## src/rtl/uart_wb_master.sv

```systemverilog
// UART-to-Wishbone bridge master: parses 'W'/'R' command packets from the RX byte stream,
// runs one Wishbone classic cycle per packet and returns 'K', 'E' or read data on the TX byte stream.
module uart_wb_master #(
    parameter int ADDR_WIDTH     = 32,
    parameter int DATA_WIDTH     = 32,
    parameter int TIMEOUT_CYCLES = 1024
) (
    input  logic                      i_clk,
    input  logic                      i_reset,
    input  logic [7:0]                i_rx_data,
    input  logic                      i_rx_valid,
    output logic                      o_rx_ready,
    output logic [7:0]                o_tx_data,
    output logic                      o_tx_valid,
    input  logic                      i_tx_ready,
    output logic                      o_wb_cyc,
    output logic                      o_wb_stb,
    output logic                      o_wb_we,
    output logic [ADDR_WIDTH-1:0]     o_wb_addr,
    output logic [DATA_WIDTH-1:0]     o_wb_data,
    output logic [DATA_WIDTH/8-1:0]   o_wb_sel,
    input  logic                      i_wb_ack,
    input  logic                      i_wb_err,
    input  logic [DATA_WIDTH-1:0]     i_wb_data,
    output logic                      o_busy
);

    localparam int AB = ADDR_WIDTH / 8;
    localparam int DB = DATA_WIDTH / 8;
    localparam int TW = $clog2(TIMEOUT_CYCLES);

    localparam logic [7:0]    CMD_W    = 8'h57;
    localparam logic [7:0]    CMD_R    = 8'h52;
    localparam logic [7:0]    RSP_K    = 8'h4B;
    localparam logic [7:0]    RSP_E    = 8'h45;
    localparam logic [7:0]    AB_LAST  = 8'(AB - 1);
    localparam logic [7:0]    DB_LAST  = 8'(DB - 1);
    localparam logic [TW-1:0] TMO_LAST = TW'(TIMEOUT_CYCLES - 1);

    typedef enum logic [2:0] {
        S_IDLE,
        S_ADDR,
        S_DATA,
        S_BUS,
        S_RESP
    } state_t;

    state_t                  state_q;
    logic                    rx_ready_q;
    logic [7:0]              tx_data_q;
    logic                    tx_valid_q;
    logic                    cyc_q;
    logic                    we_q;
    logic [ADDR_WIDTH-1:0]   addr_q;
    logic [DATA_WIDTH-1:0]   wdata_q;
    logic [DATA_WIDTH-1:0]   rdata_q;
    logic [7:0]              cnt_q;
    logic [TW-1:0]           tmo_q;

    logic rx_fire;
    assign rx_fire = i_rx_valid && rx_ready_q;

    always_ff @(posedge i_clk or posedge i_reset) begin
        if (i_reset) begin
            state_q    <= S_IDLE;
            rx_ready_q <= 1'b1;
            tx_data_q  <= '0;
            tx_valid_q <= 1'b0;
            cyc_q      <= 1'b0;
            we_q       <= 1'b0;
            addr_q     <= '0;
            wdata_q    <= '0;
            rdata_q    <= '0;
            cnt_q      <= '0;
            tmo_q      <= '0;
        end else begin
            case (state_q)
                S_IDLE: begin
                    // Unknown command bytes are popped and dropped here.
                    if (rx_fire && (i_rx_data == CMD_W || i_rx_data == CMD_R)) begin
                        we_q    <= (i_rx_data == CMD_W);
                        cnt_q   <= '0;
                        state_q <= S_ADDR;
                    end
                end
                S_ADDR: begin
                    if (rx_fire) begin
                        addr_q <= (addr_q << 8) | ADDR_WIDTH'(i_rx_data);
                        if (cnt_q == AB_LAST) begin
                            cnt_q <= '0;
                            if (we_q) begin
                                state_q <= S_DATA;
                            end else begin
                                state_q    <= S_BUS;
                                cyc_q      <= 1'b1;
                                rx_ready_q <= 1'b0;
                                tmo_q      <= '0;
                            end
                        end else begin
                            cnt_q <= cnt_q + 8'd1;
                        end
                    end
                end
                S_DATA: begin
                    if (rx_fire) begin
                        wdata_q <= (wdata_q << 8) | DATA_WIDTH'(i_rx_data);
                        if (cnt_q == DB_LAST) begin
                            cnt_q      <= '0;
                            state_q    <= S_BUS;
                            cyc_q      <= 1'b1;
                            rx_ready_q <= 1'b0;
                            tmo_q      <= '0;
                        end else begin
                            cnt_q <= cnt_q + 8'd1;
                        end
                    end
                end
                S_BUS: begin
                    // err beats a simultaneous ack; timeout only fires with neither present.
                    if (i_wb_err || (!i_wb_ack && tmo_q == TMO_LAST)) begin
                        cyc_q      <= 1'b0;
                        tx_valid_q <= 1'b1;
                        tx_data_q  <= RSP_E;
                        cnt_q      <= '0;
                        state_q    <= S_RESP;
                    end else if (i_wb_ack) begin
                        cyc_q      <= 1'b0;
                        tx_valid_q <= 1'b1;
                        state_q    <= S_RESP;
                        if (we_q) begin
                            tx_data_q <= RSP_K;
                            cnt_q     <= '0;
                        end else begin
                            tx_data_q <= i_wb_data[DATA_WIDTH-1 -: 8];
                            rdata_q   <= i_wb_data << 8;
                            cnt_q     <= DB_LAST;
                        end
                    end else begin
                        tmo_q <= tmo_q + TW'(1);
                    end
                end
                S_RESP: begin
                    // cnt_q holds the number of response bytes still to follow the current one.
                    if (i_tx_ready) begin
                        if (cnt_q == 8'd0) begin
                            tx_valid_q <= 1'b0;
                            tx_data_q  <= '0;
                            rx_ready_q <= 1'b1;
                            state_q    <= S_IDLE;
                        end else begin
                            cnt_q     <= cnt_q - 8'd1;
                            tx_data_q <= rdata_q[DATA_WIDTH-1 -: 8];
                            rdata_q   <= rdata_q << 8;
                        end
                    end
                end
                default: begin
                    state_q    <= S_IDLE;
                    rx_ready_q <= 1'b1;
                    tx_valid_q <= 1'b0;
                    cyc_q      <= 1'b0;
                end
            endcase
        end
    end

    assign o_rx_ready = rx_ready_q;
    assign o_tx_data  = tx_data_q;
    assign o_tx_valid = tx_valid_q;
    assign o_wb_cyc   = cyc_q;
    assign o_wb_stb   = cyc_q;
    assign o_wb_we    = we_q;
    assign o_wb_addr  = addr_q;
    assign o_wb_data  = wdata_q;
    assign o_wb_sel   = {DB{cyc_q}};
    assign o_busy     = (state_q != S_IDLE);

endmodule

```

## config.mk

```make
export PLATFORM = sky130hd
export DESIGN_NAME = uart_wb_master
export DESIGN_NICKNAME = d
export VERILOG_FILES = /design/src/rtl/uart_wb_master.sv
export SDC_FILE = /design/constraint.sdc
export NUM_CORES = 1
export LEC_CHECK = 0
export ABC_AREA = 1
export BUFFER_PORTS_ARGS = -buffer_cell sky130_fd_sc_hd__buf_2
export CORE_MARGIN = 4
export CORE_UTILIZATION = 55
export DETAILED_ROUTE_END_ITERATION = 8
export MAX_ROUTING_LAYER = met4
export PLACE_DENSITY = 0.8
export SLEW_MARGIN = 20
export SYNTH_ARGS = -nofsm -noshare
export SYNTH_HDL_FRONTEND = slang
export SYNTH_SLANG_ARGS = --single-unit
```

## constraint.sdc

```tcl
create_clock -name i_clk -period 4.25 [get_ports i_clk]
set_clock_uncertainty 0.15 [all_clocks]
set_input_delay 0.6375 -clock i_clk [delete_from_list [all_inputs] [get_ports i_clk]]
set_output_delay 0.6375 -clock i_clk [all_outputs]
set_load 0.005 [all_outputs]
```

==> results.json <==
{
  "outcome": "complete, no violations",
  "final_area_sq_um": 7230,
  "grt_overflow_total": 0,
  "cp-endpoint": "rdata_q[28]",
  "ys_top_cells_by_count": "sky130_fd_sc_hd__nand2_1 (291), sky130_fd_sc_hd__dfrtp_1 (120), sky130_fd_sc_hd__inv_1 (57), sky130_fd_sc_hd__nor2_1 (52), sky130_fd_sc_hd__nand3_1 (50)",
  "async_flop_share": 1.00,
  "place_congestion": 0.948,
  "core_area_sq_um": 10500,
  "synth.most_common_cell": "sky130_fd_sc_hd__nand2_1",
  "fmax_ghz": 0.336,
  "grt.met2_usage": 0.399,
  "finalNetCount": 920,
  "cts_post_setup_buffers_inserted": 0,
  "area.growth.synth_to_final_pct": 20.5,
  "postSynthCellCount": 757,
  "io_pins": 128,
  "grt_antenna_before_repair": 0,
  "reg2reg_depth": 9,
  "ys_seq_elements": 121,
  "synth.distinct_cells": 38,
  "dp_hpwl_mm": 9.88,
  "die_area_sq_um": 12600,
  "yosys_warnings": 0,
  "drive_gt1_frac": 0.236,
  "synth.cell_area_sq_um": 6000,
  "grt_max_degree": 67,
  "fin_crit_ps": 2980,
  "criticalPathCategory": "reg2reg",
  "worstSetupStartpoint": "state_q[0]",
  "clkLatencyLatePin_ps": 510,
  "reg2reg_setup_slack_ps": 1270,
  "routed_wl_mm": 14.3,
  "grt_first_pass_wirelength_mm": 24.3,
  "finalHoldViolations": 0,
  "design_power_total_mw": 5.48,
  "drc": 0,
  "seq_area_frac_synth": 0.505,
  "clock_transition_at_the_register_clock_pins_on_the_worst_setup_and_hold_paths_after_cts_ps": 60,
  "die_width_microns": 112,
  "drt-wirelength-per-cell_microns": 14.1,
  "yosys.area.top_type_share": 0.500,
  "power.ir.vdd_worst_uv": 355,
  "globalRouteMet3Util": 0.0485,
  "synth-main-ff-cell": "sky130_fd_sc_hd__dfrtp_1",
  "initial_core_util": 0.574,
  "portBuffers": 127,
  "fin_crit_sh": 0.701,
  "postSynthNetCount": 807,
  "cts_inserted_buffers": 17,
  "cts_sinks": 121,
  "route.vias.total": 5300,
  "tightest_slew_ps": 940,
  "totalNegativeSetupSlack_ps": 0,
  "required_ps": 4500,
  "slew_viols_final": 0,
  "max_cap_violations": 0,
  "ctsLongestPathBuffers": 2,
  "endpoint_kind": "flop",
  "worstPathMaxFanout": 41,
  "power.density_cell_area_nw_per_um2": 758,
  "first_pass_iters": 6,
  "residual_antenna_violating_net_count_after_detailed_routing": 0,
  "grtUsageTotal": 0.240,
  "grt_pass1_vias": 5157,
  "synth_top_area_cell": "sky130_fd_sc_hd__dfrtp_1",
  "holdCritPathClass": "in2async",
  "cts.root.buffer_cell": "sky130_fd_sc_hd__clkbuf_8",
  "synth_area_leaders": "sky130_fd_sc_hd__dfrtp_1 (50%), sky130_fd_sc_hd__nand2_1 (18%), sky130_fd_sc_hd__nand3_1 (4.2%), sky130_fd_sc_hd__inv_1 (3.6%), sky130_fd_sc_hd__nor2_1 (3.3%)",
  "setup.worst_path.start_class": "flop",
  "avgViaCountPerCell": 5.20,
  "post_dp_cell_area_sq_um": 6640,
  "static-leakage-power_nw": 4.12,
  "antenna-diode-count": 0,
  "rsz_0062_raised_after_global_routing": "no",
  "worst_ep_arrival_time_ps": 3230,
  "h-tree-depth": 4,
  "finalSetupViolCount": 0,
  "slew_headroom": 0.372,
  "finish.utilization": 0.691,
  "placement_rows": 37,
  "drt_iter0_markers": 547,
  "post_cts_hold_buffer_count": 0,
  "busiest_layer": "met2",
  "crit-reg2reg-launch": "state_q[0]",
  "avgSynthCellArea_sq_um": 7.93,
  "post_cts_resized": 0,
  "die_h_microns": 112,
  "gr-usage-met1": 0.302,
  "tritoncts_clock_tree": "done",
  "synth_enable_flop_cells": 0,
  "r2r-end": "rdata_q[28]"
}
## placed cells by master (no fill, tap or decap), types with 5 or more instances in the layout
cell type and instances:
sky130_fd_sc_hd__o21ai_0 37, sky130_fd_sc_hd__buf_2 127, sky130_fd_sc_hd__nand2_1 291, sky130_fd_sc_hd__nand2_2 6, sky130_fd_sc_hd__nand3_1 49, sky130_fd_sc_hd__nor2_1 52, sky130_fd_sc_hd__nand4_1 11, sky130_fd_sc_hd__a21oi_1 22
sky130_fd_sc_hd__clkbuf_16 16, sky130_fd_sc_hd__nand3b_1 11, sky130_fd_sc_hd__mux2_2 16, sky130_fd_sc_hd__inv_2 6, sky130_fd_sc_hd__inv_1 56, sky130_fd_sc_hd__dfrtp_1 120, sky130_fd_sc_hd__nor2_2 5, sky130_fd_sc_hd__xor2_1 5
## sequential cells by signal, summed over array words and instances, names as in the netlist
name / count
o_wb_addr: 32
o_tx_data: 8
rdata_q: 24
o_tx_valid: 1
o_rx_ready: 1
tmo_q: 10
o_wb_cyc: 1
o_wb_we: 1
state_q: 3
cnt_q: 8
o_wb_data: 32
## power breakdown
part / switching [mW] / internal [mW]
clock network: 0.570 / 0.865
registers: 0.362 / 1.65
logic: 1.25 / 0.780
total: 2.19 / 3.29
## cells by family (layout without fill, tap and decap cells)
family	after synthesis	after routing	share of synthesized area
AND/OR/NAND/NOR	439	439	0.312
XOR/XNOR	7	7	0.0102
adder cells (fa/ha/maj)	4	4	0.00834
AO/OA/AOI/OAI	71	71	0.0623
flip-flops	121	121	0.505
multiplexers	16	16	0.0300
buffers and inverters	99	225	0.0719
## layer usage
| metal | routed length [microns] | share of wire |
|---|---|---|
| met5 | 0 | 0 |
| met4 | 191 | 0.013 |
| met2 | 7180 | 0.50 |
| met1 | 6110 | 0.43 |
| met3 | 868 | 0.061 |
## worst max-delay path: stages, from the launching register on
cell	delay [ps]
sky130_fd_sc_hd__dfrtp_1	410
sky130_fd_sc_hd__nor2_1	110
sky130_fd_sc_hd__nand2_2	560
sky130_fd_sc_hd__inv_2	340
sky130_fd_sc_hd__nand2_1	210
sky130_fd_sc_hd__nand3_2	100
sky130_fd_sc_hd__nor2_4	470
sky130_fd_sc_hd__nand2_4	270
sky130_fd_sc_hd__nand2_1	160
sky130_fd_sc_hd__nand2_1	70
## cell type report
cell class                      instances  area, sq um
Sequential cell                       121         3030
Multi-Input combinational cell        537         2550
Timing Repair Buffer                  130          658
Clock buffer                           18          428
Tap cell                              136          170
Clock inverter                         14          163
Inverter                               63          239
Fill cell                             826         3230
## per-stage QoR
| stage | instances | setup WS [ps] | hold slack (ps) |
|---|---|---|---|
| 6_report | 1019 | 1270 | 123 |
| 5_1_grt | 1019 | 1010 | 189 |
| 4_1_cts | 1019 | 1270 | 146 |
| 3_5_place_dp | 987 | 1330 | 308 |
| 3_3_place_gp | 987 | 1510 | 305 |
| 2_1_floorplan | 757 | 250 | 292 |
## worst min-delay path by stage
stage / end / slack [ps] / cells past startpoint
final: o_wb_addr[24] / 120 / 2
after global routing: o_wb_addr[16] / 190 / 2
after CTS: o_wb_addr[16] / 150 / 2
after detailed placement: rdata_q[15] / 310 / 2
after global placement: rdata_q[16] / 310 / 2
after floorplan: tmo_q[3] / 290 / 2
(Power assumes the default switching activity.)
